<file path="config.mk">
export PLATFORM = sky130hd
export DESIGN_NAME = pack_2_32_flat
export DESIGN_NICKNAME = d
export VERILOG_FILES = /design/src/rtl/pack_2_32_pkg.sv /design/src/rtl/pack_2_32_if.sv /design/src/rtl/pack_2_32_dec_4_16.sv /design/src/rtl/pack_2_32.sv /design/src/flat_wrapper.sv
export SDC_FILE = /design/constraint.sdc
export NUM_CORES = 1
export LEC_CHECK = 0
export CAP_MARGIN = 10
export CORE_ASPECT_RATIO = 0.5
export CORE_MARGIN = 2
export CORE_UTILIZATION = 50
export CTS_CLUSTER_SIZE = 16
export DETAILED_ROUTE_END_ITERATION = 12
export PLACE_DENSITY = 0.76
export SLEW_MARGIN = 10
export SYNTH_ARGS = -nofsm -noshare
export SYNTH_HDL_FRONTEND = slang
export SYNTH_SLANG_ARGS = --single-unit
</file>
<file path="constraint.sdc">
create_clock -name clk -period 1.6 [get_ports clk]
set_input_delay 0.32 -clock clk [delete_from_list [all_inputs] [get_ports clk]]
set_output_delay 0.32 -clock clk [all_outputs]
set_load 0.05 [all_outputs]
</file>
<file path="src/rtl/pack_2_32_pkg.sv">
// pack_2_32_pkg -- shared constants, types and helpers for the 2-bit to
// 32-bit field packer.
//   FIELD_W : width of one input field
//   WORD_W  : width of one packed output word
//   FIELDS  : fields per word (field k lives in bits [2k+1:2k])
package pack_2_32_pkg;

  localparam int FIELD_W = 2;
  localparam int WORD_W  = 32;
  localparam int FIELDS  = 16;
  localparam int IDX_W   = 4;

  typedef logic [FIELD_W-1:0] field_t;
  typedef logic [WORD_W-1:0]  word_t;
  typedef logic [IDX_W-1:0]   idx_t;
  typedef logic [FIELDS-1:0]  fen_t;

  // Index of the field that completes a word.
  localparam idx_t LAST_IDX = 4'd15;

  // Overlay data onto every field slot whose enable bit is set.
  function automatic word_t merge_field(input word_t acc, input fen_t en, input field_t data);
    word_t w;
    w = acc;
    for (int k = 0; k < FIELDS; k++) begin
      w[k*FIELD_W +: FIELD_W] = en[k] ? data : w[k*FIELD_W +: FIELD_W];
    end
    return w;
  endfunction

endpackage

</file>
<file path="src/rtl/pack_2_32_if.sv">
// pack_2_32_if -- valid/ready handshake bundle for the field packer.
//   in_valid/in_ready/in_data    : 2-bit field stream into the packer
//   out_valid/out_ready/out_data : 32-bit packed word stream out
//   in_flush/out_partial         : present only with PACK_2_32_FLUSH_EN
// Modports: slave = packer side, master = producer/consumer side.
interface pack_2_32_if;
  import pack_2_32_pkg::*;

  logic   in_valid;
  logic   in_ready;
  field_t in_data;
  logic   out_valid;
  logic   out_ready;
  word_t  out_data;
`ifdef PACK_2_32_FLUSH_EN
  logic   in_flush;
  logic   out_partial;

  modport slave  (input  in_valid, in_data, out_ready, in_flush,
                  output in_ready, out_valid, out_data, out_partial);
  modport master (output in_valid, in_data, out_ready, in_flush,
                  input  in_ready, out_valid, out_data, out_partial);
`else
  modport slave  (input  in_valid, in_data, out_ready,
                  output in_ready, out_valid, out_data);
  modport master (output in_valid, in_data, out_ready,
                  input  in_ready, out_valid, out_data);
`endif

endinterface

</file>
<file path="src/rtl/pack_2_32_dec_4_16.sv">
// dec_4_16 -- combinational one-hot decoder from field index to field
// write enables.
//   idx : current field position (0..15)
//   en  : one-hot enable, bit idx set
module dec_4_16
  import pack_2_32_pkg::*;
(
  input  idx_t idx,
  output fen_t en
);

  // One-hot decode of the field index.
  always_comb begin
    en      = {FIELDS{1'b0}};
    en[idx] = 1'b1;
  end

endmodule

</file>
<file path="src/rtl/pack_2_32.sv">
// pack_2_32 -- packs a stream of 2-bit fields into 32-bit words, field 0
// in bits [1:0] and field 15 in bits [31:30]. One output word register
// with valid/ready; a completed word appears on out_data one cycle after
// its 16th field is accepted.
//   clk     : clock, rising edge
//   reset_n : asynchronous active-low reset
//   bus     : pack_2_32_if.slave handshake bundle
// Optional macro PACK_2_32_FLUSH_EN adds in_flush/out_partial, which let
// a producer emit a partially filled word (unwritten fields are 0).
module pack_2_32
  import pack_2_32_pkg::*;
(
  input logic        clk,
  input logic        reset_n,
  pack_2_32_if.slave bus
);

  idx_t  idx_r;
  word_t acc_r;
  word_t out_data_r;
  logic  out_valid_r;
`ifdef PACK_2_32_FLUSH_EN
  logic  out_partial_r;
`endif

  fen_t  fen_s;
  logic  in_ready_s;
  logic  accept_s;
  logic  last_s;
  logic  flush_s;
  logic  emit_s;
  word_t merged_s;

  dec_4_16 u_dec (
    .idx (idx_r),
    .en  (fen_s)
  );

  // Handshake decode and the word as it stands after this cycle's field.
  always_comb begin
    in_ready_s = ~out_valid_r | bus.out_ready;
    accept_s   = bus.in_valid & in_ready_s;
    if (accept_s) begin
      merged_s = merge_field(acc_r, fen_s, bus.in_data);
    end else begin
      merged_s = acc_r;
    end
    last_s = accept_s & (idx_r == LAST_IDX);
`ifdef PACK_2_32_FLUSH_EN
    // A flush only counts when it could be accepted and there is something to emit.
    flush_s = bus.in_flush & in_ready_s & ((idx_r != 4'd0) | bus.in_valid);
`else
    flush_s = 1'b0;
`endif
    emit_s = last_s | flush_s;
  end

  // Accumulator, field index and output word register.
  always_ff @(posedge clk or negedge reset_n) begin
    if (!reset_n) begin
      acc_r         <= 32'h0000_0000;
      idx_r         <= 4'd0;
      out_data_r    <= 32'h0000_0000;
      out_valid_r   <= 1'b0;
`ifdef PACK_2_32_FLUSH_EN
      out_partial_r <= 1'b0;
`endif
    end else if (emit_s) begin
      // emit_s implies in_ready, so any pending word is leaving this cycle.
      out_data_r    <= merged_s;
      out_valid_r   <= 1'b1;
`ifdef PACK_2_32_FLUSH_EN
      out_partial_r <= ~last_s;
`endif
      acc_r         <= 32'h0000_0000;
      idx_r         <= 4'd0;
    end else begin
      if (out_valid_r & bus.out_ready) begin
        out_valid_r <= 1'b0;
      end else begin
        out_valid_r <= out_valid_r;
      end
      if (accept_s) begin
        acc_r <= merged_s;
        idx_r <= idx_r + 4'd1;
      end else begin
        acc_r <= acc_r;
        idx_r <= idx_r;
      end
    end
  end

  assign bus.in_ready    = in_ready_s;
  assign bus.out_valid   = out_valid_r;
  assign bus.out_data    = out_data_r;
`ifdef PACK_2_32_FLUSH_EN
  assign bus.out_partial = out_partial_r;
`endif

endmodule
</file>
<file path="src/flat_wrapper.sv">
// flat-port wrapper written by rule: the top's interface ports become plain ports
module pack_2_32_flat import pack_2_32_pkg::*;
  (clk, reset_n, bus_in_valid, bus_in_data, bus_out_ready, bus_in_ready, bus_out_valid, bus_out_data);
  pack_2_32_if bus_i ();
  input logic clk;
  input logic reset_n;
  input wire logic [$bits(bus_i.in_valid)-1:0] bus_in_valid;
  input wire logic [$bits(bus_i.in_data)-1:0] bus_in_data;
  input wire logic [$bits(bus_i.out_ready)-1:0] bus_out_ready;
  output wire logic [$bits(bus_i.in_ready)-1:0] bus_in_ready;
  output wire logic [$bits(bus_i.out_valid)-1:0] bus_out_valid;
  output wire logic [$bits(bus_i.out_data)-1:0] bus_out_data;
  assign bus_i.in_valid = bus_in_valid;
  assign bus_i.in_data = bus_in_data;
  assign bus_i.out_ready = bus_out_ready;
  assign bus_in_ready = bus_i.in_ready;
  assign bus_out_valid = bus_i.out_valid;
  assign bus_out_data = bus_i.out_data;
  pack_2_32 u_core (.clk(clk), .reset_n(reset_n), .bus(bus_i));
endmodule
</file>
==> flow_metrics.env <==
export IMPL_status="finished clean"
export IMPL_rsz0062_at_grt="yes"
export IMPL_dieArea_sq_um=7060
export IMPL_io_pins=40
export IMPL_cts_tree="done"
export IMPL_cp_start_kind="register"
export IMPL_crit_end="u_core.bus.out_data[2]"
export IMPL_dp_hpwl_microns=5240
export IMPL_dr_pass1_iters=5
export IMPL_drc=0
export IMPL_path_class="register to register"
export IMPL_place_area_sq_um=4060
export IMPL_r2r_start="u_core.idx_r[1]"
export IMPL_grt_ovfl_total=0
export IMPL_start_util_pct=52.2
export IMPL_wire_per_inst_microns=18.2
export IMPL_multi_input_area_sq_um=1390
export IMPL_maxSlewViolCount=0
export IMPL_die_w_microns=117
export IMPL_ys_async_sr_fraction_pct=100
export IMPL_viasPerCell=5.84
export IMPL_place_gp_congestion=0.951
export IMPL_crit_arrival_ns=1.79
export IMPL_power_density_nw_per_um2=2100
export IMPL_synth_cell_type_count=40
export IMPL_final_hold_viol_count=0
export IMPL_finalSetupViolCount=0
export IMPL_period_minus_slack_ns=1.58
export IMPL_antennaDiodeCount=0
export IMPL_syn_area_per_cell_sq_um=12.1
export IMPL_utilization_pct=74.9
export IMPL_synth_warnings=0
export IMPL_relSlewSlack_pct=69.1
export IMPL_reg2reg_slack_ns=0.02
export IMPL_r2r_cells=5
export IMPL_core_area_sq_um=6110
export IMPL_wirelength_microns=7960
export IMPL_fill_cells=382
export IMPL_synth_area_sq_um=3190
export IMPL_synth_ff_type="dfrtp_1"
export IMPL_insertion_delay_ns=0.33
export IMPL_netlist_instances=264
export IMPL_cap_violations=0
export IMPL_endpoint_kind="register"
export IMPL_clk_path_buf_depth=2
export IMPL_port_buffers=39
export IMPL_synth_seq_cells=67
export IMPL_fp_row_count=20
export IMPL_htreeDepth=3
export IMPL_hold_path_class="primary input to asynchronous set/reset pin"
export IMPL_startpoint="u_core.idx_r[1]"
export IMPL_fin_area_sq_um=4570
export IMPL_cp_max_fo=8
export IMPL_dp_slack_ns=-0.268
export IMPL_syn2layout_area_growth_pct=43.6
export IMPL_root_buffer="clkbuf_16"
export IMPL_postSynthNetCount=274
export IMPL_grt_pass1_wl_microns=12300
export IMPL_ir_worst_vdd_mv=1.18
export IMPL_p_leak_nw=2.11
export IMPL_synth_edf_count=0
export IMPL_cp_required_ns=1.81
export IMPL_nets=354
export IMPL_max_freq_mhz=632
export IMPL_grt_pass1_vias=2464
export IMPL_rr_endpoint="u_core.bus.out_data[2]"
export IMPL_grt_max_degree=36
export IMPL_clock_skew_final_ns=0.00324
export IMPL_die_h_microns=60.4
export IMPL_ys_seq_area_share_pct=52.6
export IMPL_fin_hold_ws_ns=0.482
export IMPL_setup_ws_ns=0.0174
export IMPL_grt_util_all_layers_pct=23.5
export IMPL_clk_pin_slew_worst_paths_ns=0.05
export IMPL_antenna_found_initial=0
export IMPL_cts_buffers=9
export IMPL_worst_pin_slew_ns=0.463
export IMPL_via_count=2551
export IMPL_fin_tns_setup_ns=0
export IMPL_min_period_over_period_pct=98.9
export IMPL_clkSinkCount=67
export IMPL_drtIter0Drc=203
export IMPL_drive_above_1_share_pct=40.4
export IMPL_ant_nets=0
export IMPL_ff_latch_area_sq_um=1680
cell type report:
type	instances	share of cell area [%]
clock buffer	12	5.61
clock inverter	4	1.59
timing repair buffer	92	22.7
sequential	67	36.7
multi-input combinational	168	30.3
inverter	6	0.739
tap	88	2.41
critical path, stage by stage, from the launching register on:
cell and delay, ns:
dfrtp_1 0.42, ha_2 0.22, and3_4 0.20, nand3_4 0.13, clkbuf_16 0.20, mux2_4 0.29
per-stage QoR:
stage,power (W),cells
after global placement,0.00716,412
after detailed placement,0.00731,412
after floorplan,0.00547,264
after global routing,0.0100,437
final,0.00960,437
after CTS,0.00950,432
worst min-delay path by stage:
stage | startpoint | to | slack, ns | cells after the start
5_1_grt | u_core.acc_r[11] | u_core.acc_r[11] | 0.50 | 1
3_5_place_dp | reset_n | u_core.acc_r[27] | 0.29 | 1
4_1_cts | reset_n | u_core.acc_r[27] | 0.48 | 2
6_report | reset_n | u_core.acc_r[27] | 0.48 | 2
2_1_floorplan | reset_n | u_core.acc_r[0] | 0.02 | 0
3_3_place_gp | reset_n | u_core.acc_r[27] | 0.27 | 1
layer usage:
layer  track usage (%)  vias up  share of wire, %
met5                 0        -                 0
met4              7.90        0               1.3
met3              6.49       16               5.9
met2              37.3       93                47
met1              31.9     1274                46
li1                  -     1168                 -
cell families after synthesis:
family,count (synthesis),share of synthesized area [%]
buffers and inverters,29,5.15
muxes,29,12.1
adders and majority gates,4,1.57
AOI/OAI and AO/OA,74,17.3
DFF,67,52.6
xor gates and xnor gates,1,0.275
and+or+nand+nor,60,11.0
layout by cell type, fill, tap and decap left out, drive strengths merged, types with 8 or more instances in the layout:
master	synthesis	final
nand2	14	14
o2bb2ai	18	18
nand3	10	10
dfrtp	67	67
clkbuf	6	13
mux2	25	25
a31oi	8	8
o21ai	12	12
buf	17	86
o31ai	10	10
flip-flops by register name (all words and copies together) (netlist names):
name and flops:
u_core.bus.out_data 32, u_core.idx_r 4, u_core.bus.out_valid 1, u_core.acc_r 30
timing repair:
item	CTS	global route
pin swaps	0	1
cloned	0	1
resized for setup	6	14
buffers inserted	3	5
hold endpoints to repair	16	0
hold buffers	1	0
setup endpoints to repair	3	48
power by group:
group / total [W] / leakage [nW] / switching (W) / internal, W
Combinational: 0.00447 / 1.09 / 0.00236 / 0.00211
Clock: 0.00214 / 0.159 / 0.000699 / 0.00145
Sequential: 0.00299 / 0.860 / 0.000586 / 0.00240
cells in the mapped netlist, drive strengths merged (2+ instances only):
cell type / instances / area [sq um]
o2bb2ai: 18 / 158
o21ai: 12 / 60.1
a31oi: 8 / 50.1
o211ai: 4 / 30.0
nor3: 2 / 15.0
mux2i: 4 / 40.0
dfrtp: 67 / 1680
a21oi: 5 / 25.0
a22o: 4 / 35.0
clkbuf: 6 / 22.5
a211o: 3 / 26.3
a221o: 2 / 20.0
nand4: 7 / 43.8
nor3b: 3 / 22.5
o2111ai: 2 / 17.5
inv: 6 / 25.0
mux2: 25 / 345
a32oi: 2 / 17.5
and3: 4 / 25.0
nand3: 10 / 55.1
nand3b: 4 / 30.0
and4: 2 / 17.5
buf: 17 / 116
nor2b: 6 / 37.5
a32o: 2 / 20.0
and2: 6 / 37.5
nand2: 14 / 52.6
o31ai: 10 / 75.1
o41ai: 2 / 17.5
ha: 4 / 50.1
Power figures use the tool's default switching activity.
